## config.mk

```make
export PLATFORM = sky130hd
export DESIGN_NAME = rf_sync_read
export DESIGN_NICKNAME = d
export VERILOG_FILES = /design/src/rtl/rf_sync_read.sv
export SDC_FILE = /design/constraint.sdc
export NUM_CORES = 1
export LEC_CHECK = 0
export CAP_MARGIN = 20
export CORE_UTILIZATION = 55
export DETAILED_ROUTE_END_ITERATION = 8
export GPL_ROUTABILITY_DRIVEN = 0
export PLACE_DENSITY = 0.78
export SETUP_SLACK_MARGIN = 0.15
export SKIP_LAST_GASP = 1
export SYNTH_ARGS = -nofsm -noshare
export SYNTH_HDL_FRONTEND = slang
export SYNTH_SLANG_ARGS = --single-unit
```

## constraint.sdc

```tcl
create_clock -name clk -period 2.1 [get_ports clk]
set_input_delay 0.21 -clock clk [delete_from_list [all_inputs] [get_ports clk]]
set_output_delay 0.21 -clock clk [all_outputs]
set_load 0.01 [all_outputs]
```

## src/rtl/rf_sync_read.sv

```systemverilog
`default_nettype none
// ============================================================================
//  Module      : rf_sync_read
//  Description : DEPTH x WIDTH register file with one write port and two
//                synchronous read ports sharing a single read request.
//                Read data is registered: it appears one cycle after the
//                request edge, qualified by rd_valid.
//  Revision    : 1.0 - initial release
//
//  Ports
//    clk        in   1      single clock, rising edge
//    rst        in   1      synchronous active-high reset (clears everything)
//    wr_en      in   1      write strobe
//    wr_addr    in   AW     write register index
//    wr_data    in   WIDTH  write data
//    rd_en      in   1      read request for both read ports
//    rd_a_addr  in   AW     read port A index
//    rd_b_addr  in   AW     read port B index
//    rd_a_data  out  WIDTH  registered read data, port A
//    rd_b_data  out  WIDTH  registered read data, port B
//    rd_valid   out  1      high for the cycle after an accepted read
//
//  Build option
//    RF_WR_BYPASS_EN : when defined, a read whose address matches a write at
//                      the same edge returns the incoming write data
//                      (per port). When undefined, it returns the value
//                      stored before that write.
// ============================================================================
module rf_sync_read #(
  parameter int WIDTH = 16,
  parameter int DEPTH = 8,
  parameter int AW    = 3
) (
  input  logic             clk,
  input  logic             rst,
  input  logic             wr_en,
  input  logic [AW-1:0]    wr_addr,
  input  logic [WIDTH-1:0] wr_data,
  input  logic             rd_en,
  input  logic [AW-1:0]    rd_a_addr,
  input  logic [AW-1:0]    rd_b_addr,
  output logic [WIDTH-1:0] rd_a_data,
  output logic [WIDTH-1:0] rd_b_data,
  output logic             rd_valid
);

  localparam logic [WIDTH-1:0] c_ZERO = '0;

  // Address width must exactly cover the register count, otherwise some
  // indices would alias or fall outside the array.
  generate
    if ((DEPTH < 2) || (DEPTH != (1 << AW))) begin : g_bad_param
      $error("rf_sync_read: DEPTH must be a power of two >= 2 and equal 2**AW");
    end
  endgenerate

  logic [WIDTH-1:0] r_mem [DEPTH];
  logic [WIDTH-1:0] r_rd_a;
  logic [WIDTH-1:0] r_rd_b;
  logic             r_rd_valid;

  logic [WIDTH-1:0] w_rd_a;
  logic [WIDTH-1:0] w_rd_b;

  // --------------------------------------------------------------------------
  // Storage: only the write path updates an entry; reset clears all entries
  // and takes priority over a coincident write.
  // --------------------------------------------------------------------------
  always_ff @(posedge clk) begin
    if (rst) begin
      for (int i = 0; i < DEPTH; i++) begin
        r_mem[i] <= c_ZERO;
      end
    end else if (wr_en) begin
      r_mem[wr_addr] <= wr_data;
    end
  end

  // --------------------------------------------------------------------------
  // Read-data selection. The array is read before this edge's write lands,
  // so without the bypass a same-address read sees the old contents.
  // --------------------------------------------------------------------------
`ifdef RF_WR_BYPASS_EN
  logic w_hit_a;
  logic w_hit_b;

  assign w_hit_a = wr_en && (wr_addr == rd_a_addr);
  assign w_hit_b = wr_en && (wr_addr == rd_b_addr);
  assign w_rd_a  = w_hit_a ? wr_data : r_mem[rd_a_addr];
  assign w_rd_b  = w_hit_b ? wr_data : r_mem[rd_b_addr];
`else
  assign w_rd_a  = r_mem[rd_a_addr];
  assign w_rd_b  = r_mem[rd_b_addr];
`endif

  // --------------------------------------------------------------------------
  // Single read pipeline stage. Data registers hold when no read is
  // requested; rd_valid tracks the request one cycle late.
  // --------------------------------------------------------------------------
  always_ff @(posedge clk) begin
    if (rst) begin
      r_rd_a     <= c_ZERO;
      r_rd_b     <= c_ZERO;
      r_rd_valid <= 1'b0;
    end else begin
      r_rd_valid <= rd_en;
      if (rd_en) begin
        r_rd_a <= w_rd_a;
        r_rd_b <= w_rd_b;
      end
    end
  end

  assign rd_a_data = r_rd_a;
  assign rd_b_data = r_rd_b;
  assign rd_valid  = r_rd_valid;

endmodule
`default_nettype wire

```

# Yosys cells after proc, flatten, opt, wreduce, memory -nomap -nowiden
# Memories as Yosys holds them, arrays and structs flattened. A register that Yosys moved wholly into a read port is not among the register bits.
# Index checks and enable logic that the tools add are counted.
[word_totals]
inputBits = 29
ram_bits = 128
memories = 1
output_inout_bits = 33
wordCells = 11
regBits = 1
[op_classes]
reduce_logical = 1
mux = 8
[mem_list]
columns = ["memory", "depth", "word_bits", "rd", "rd_clocked_by_memory_dff", "write_ports", "line", "text"]
rows = [
  ["r_mem", 8, 16, 2, 2, 8, "57", "logic [WIDTH-1:0] r_mem [DEPTH];"],
]
[ops]
columns = ["operator", "count"]
rows = [
  ["$mux W16", 1],
  ["$reduce_or A16 Y1", 1],
  ["$mux W1", 6],
  ["$mux W3", 1],
]

# Logic depth before layout (Yosys ltp)
[depth]
word_depth = 5
depth_mapped = 7
ltp_nobuf = 4

# Least setup slack after synthesis
# Ideal clock, no wire load.
[synth_path]
path_type = "in2reg"
startpoint = "in rst"
endpoint = "mem r_mem[0][0] (enable)"
arrival_ns = 1.263
cell_stages = 4
setup_time_ns = 0.334
path_buffers = 1
path_slack_ns = 0.503
required_time_ns = 1.766
cell_sequence = "clkbuf_1 > or3b_4 > nor3_4 > or2_2"
[synth_lines]
columns = ["item", "line", "text"]
rows = [
  ["start: declaration", "35", "input logic rst,"],
  ["end: declaration", "57", ""],
]

==> impl_results.md <==
- CTS tree: yes
- #FFs+latches synth: 161
- Initial Utilization: 0.565
- Die H: 124 µm
- Clock Tree Buf Depth: 2
- Nets: 709
- H-tree level count: 4
- Post-DRT Antenna Nets: 0
- Core Util, Final: 0.662
- Max Transition Viols Final: 0
- Commonest non-fill, non-tap cells in the layout: and2_1 (128), edfxtp_1 (128), mux2i_1 (64)
- DR vias: 5326
- Mean Syn Cell Area: 13.2 µm²
- Slew HR: 0.580
- Kind of critical path: in2reg
- Vias per cell: 6.09
- Hold Crit Depth: 3
- Global-route wire length before repair: 29700 µm
- IO Pins: 62
- Fin crit period: 1610 ps
- Worst path cell trace: clkdlybuf4s50_1 -> or3b_4 -> nor3_4 -> or2_2
- Power Dens Cells: 853 nW/µm²
- # DRC: 0
- Post-synth cell types: 29
- GRT Resource Usage Total: 0.257
- Antenna Cells: 0
- Clock skew: 9.70 ps
- Mapped cell area: 8220 µm²
- Clk pin slew, worst setup/hold paths: 60 ps
- HPWL Detailed: 12800 µm
- Routed len/inst: 21.8 µm
- Worst-skew pair later-pin latency: 430 ps
- WP buf/inv: 1
- Initial DRT Pass Iterations: 5
- Clock root cell: clkbuf_16
- Main synth FF type: edfxtp_1
- # rows: 44
- Hold Worst Slack: 306 ps
- Final setup violation count: 0
- Setup Fix Bufs, Post-CTS: 0
- Clk sinks: 161
- Worst Hold Launch: rd_en
- Filler Cells Inserted: 1018
- Reg2reg end: rd_a_data[11]
- Number of hold buffers added after CTS: 0
- LEAKAGE: 3.55 nW
- # port buffers: 61
- Critical path launch point type: primary input
- DRT iter0 DRCs: 433
- Worst setup EP type: flip-flop
- CTS buffer count: 17
- Initial antenna violation count: 0
- Critical path arrival: 1680 ps
- Area of the core: 14500 µm²
- Gr ovfl total: 0
- Die width: 124 µm
- RSZ-0062 raised after global routing: false
- Fin crit share: 0.765
- Worst VDD drop: 0.586 mV
- Seq/Total Area, Yosys: 0.548
- Post-synthesis net count: 650
- Total Routed Length: 19000 µm
- R2r startpoint: r_mem[6][11]
- Max Fclk: 623 MHz
- Largest net degree at the start of global routing: 66
- CP max stage cell: clkdlybuf4s50_1
- Vias in the first global route: 5277
- Die area: 15400 µm²
- Max-Cap Viols: 0
- End of the worst hold path: rd_valid
- Syn Inst Count: 621
- Largest stage delay on the critical path: 470 ps
- Status: complete, no violations
- CP top delay family: simple AND/OR/NAND/NOR gates
- Hold WC Path Type: in2reg
- Final setup TNS: 0 ps
- Yosys warns: 0
- Worst-Margin Slew: 629 ps
- Share of cells above drive strength 1: 0.229
- PostCTS Resize Cnt: 0
- Synth async-reset ratio: 0
- Area grow syn2layout: 17.1%
- CP max FO: 16
- Final Hold Viols: 0
- Worst Path Required: 2180 ps
- Post-synth EDFFs: 128
- Reg2reg setup slack: 680 ps
- R2R depth: 4
cells in the mapped netlist (7+ instances only):
cell / number / area, µm²
a221o_1: 29 / 290
buf_12: 7 / 140
mux2_2: 62 / 698
a211oi_2: 26 / 325
clkbuf_1: 25 / 93.8
nor2_1: 37 / 139
mux2i_1: 64 / 641
o22ai_1: 29 / 181
or2_2: 8 / 50.1
edfxtp_1: 128 / 3840
dfxtp_1: 33 / 661
and2_1: 128 / 801
per-stage QoR:
stage | instance area, µm² | setup WS, ps | power, mW | instances
floorplan | 8220 | 503 | 4.44 | 621
global placement | 8970 | 71.3 | 4.80 | 845
detailed placement | 8970 | 49.6 | 4.83 | 845
CTS | 9620 | 503 | 8.20 | 875
global route | 9620 | 410 | 8.44 | 875
finish | 9620 | 494 | 8.20 | 875
metal layers:
layer / up-vias / global-route usage / routed length, µm / part of all wire
li1: 2454 / - / - / -
met1: 2627 / 0.355 / 8360 / 0.44
met2: 213 / 0.410 / 9100 / 0.48
met3: 32 / 0.0388 / 1210 / 0.064
met4: 0 / 0.0964 / 364 / 0.019
met5: - / 0 / 0 / 0
kinds of logic (layout without fill, tap and decap cells):
family	Yosys count	after routing	synth area share
mux	128	128	0.166
buf+inv	46	116	0.0426
compound gates	96	96	0.108
flops	161	161	0.548
simple gates	190	190	0.135
worst register-to-register path, cell delays in order (launching register included):
cell and delay, ps:
edfxtp_1 410, mux2_2 300, o22ai_1 310, a221o_1 200, a211oi_2 70
layout make-up:
cell class                 count  area (µm²)  area share
timing repair buffer          86         878      0.0913
clock inverter                11         213      0.0221
multi-input combinational    414        3360       0.349
clock buffer                  19         433      0.0450
sequential                   161        4500       0.468
tap                          184         230      0.0239
worst max-delay path by stage:
stage,startpoint,slack (ps),cells past startpoint,to
final,wr_en,490,4,r_mem[0][7]
after global routing,wr_en,410,4,r_mem[0][8]
after CTS,wr_en,500,4,r_mem[0][7]
after detailed placement,wr_en,50,4,r_mem[0][11]
after global placement,wr_en,70,4,r_mem[0][9]
after floorplan,rst,500,4,r_mem[0][0]
power breakdown:
part	leakage [nW]	switching, mW	internal [mW]
clock network	0.307	1.21	2.21
registers	1.50	0.112	3.66
logic	1.74	0.529	0.488
total	3.55	1.85	6.35
registers in the layout, summed over array words and instances (netlist names):
signal / count
r_mem: 128
rd_b_data: 16
rd_valid: 1
rd_a_data: 16
Note: power is estimated with default switching activity, not from simulation.
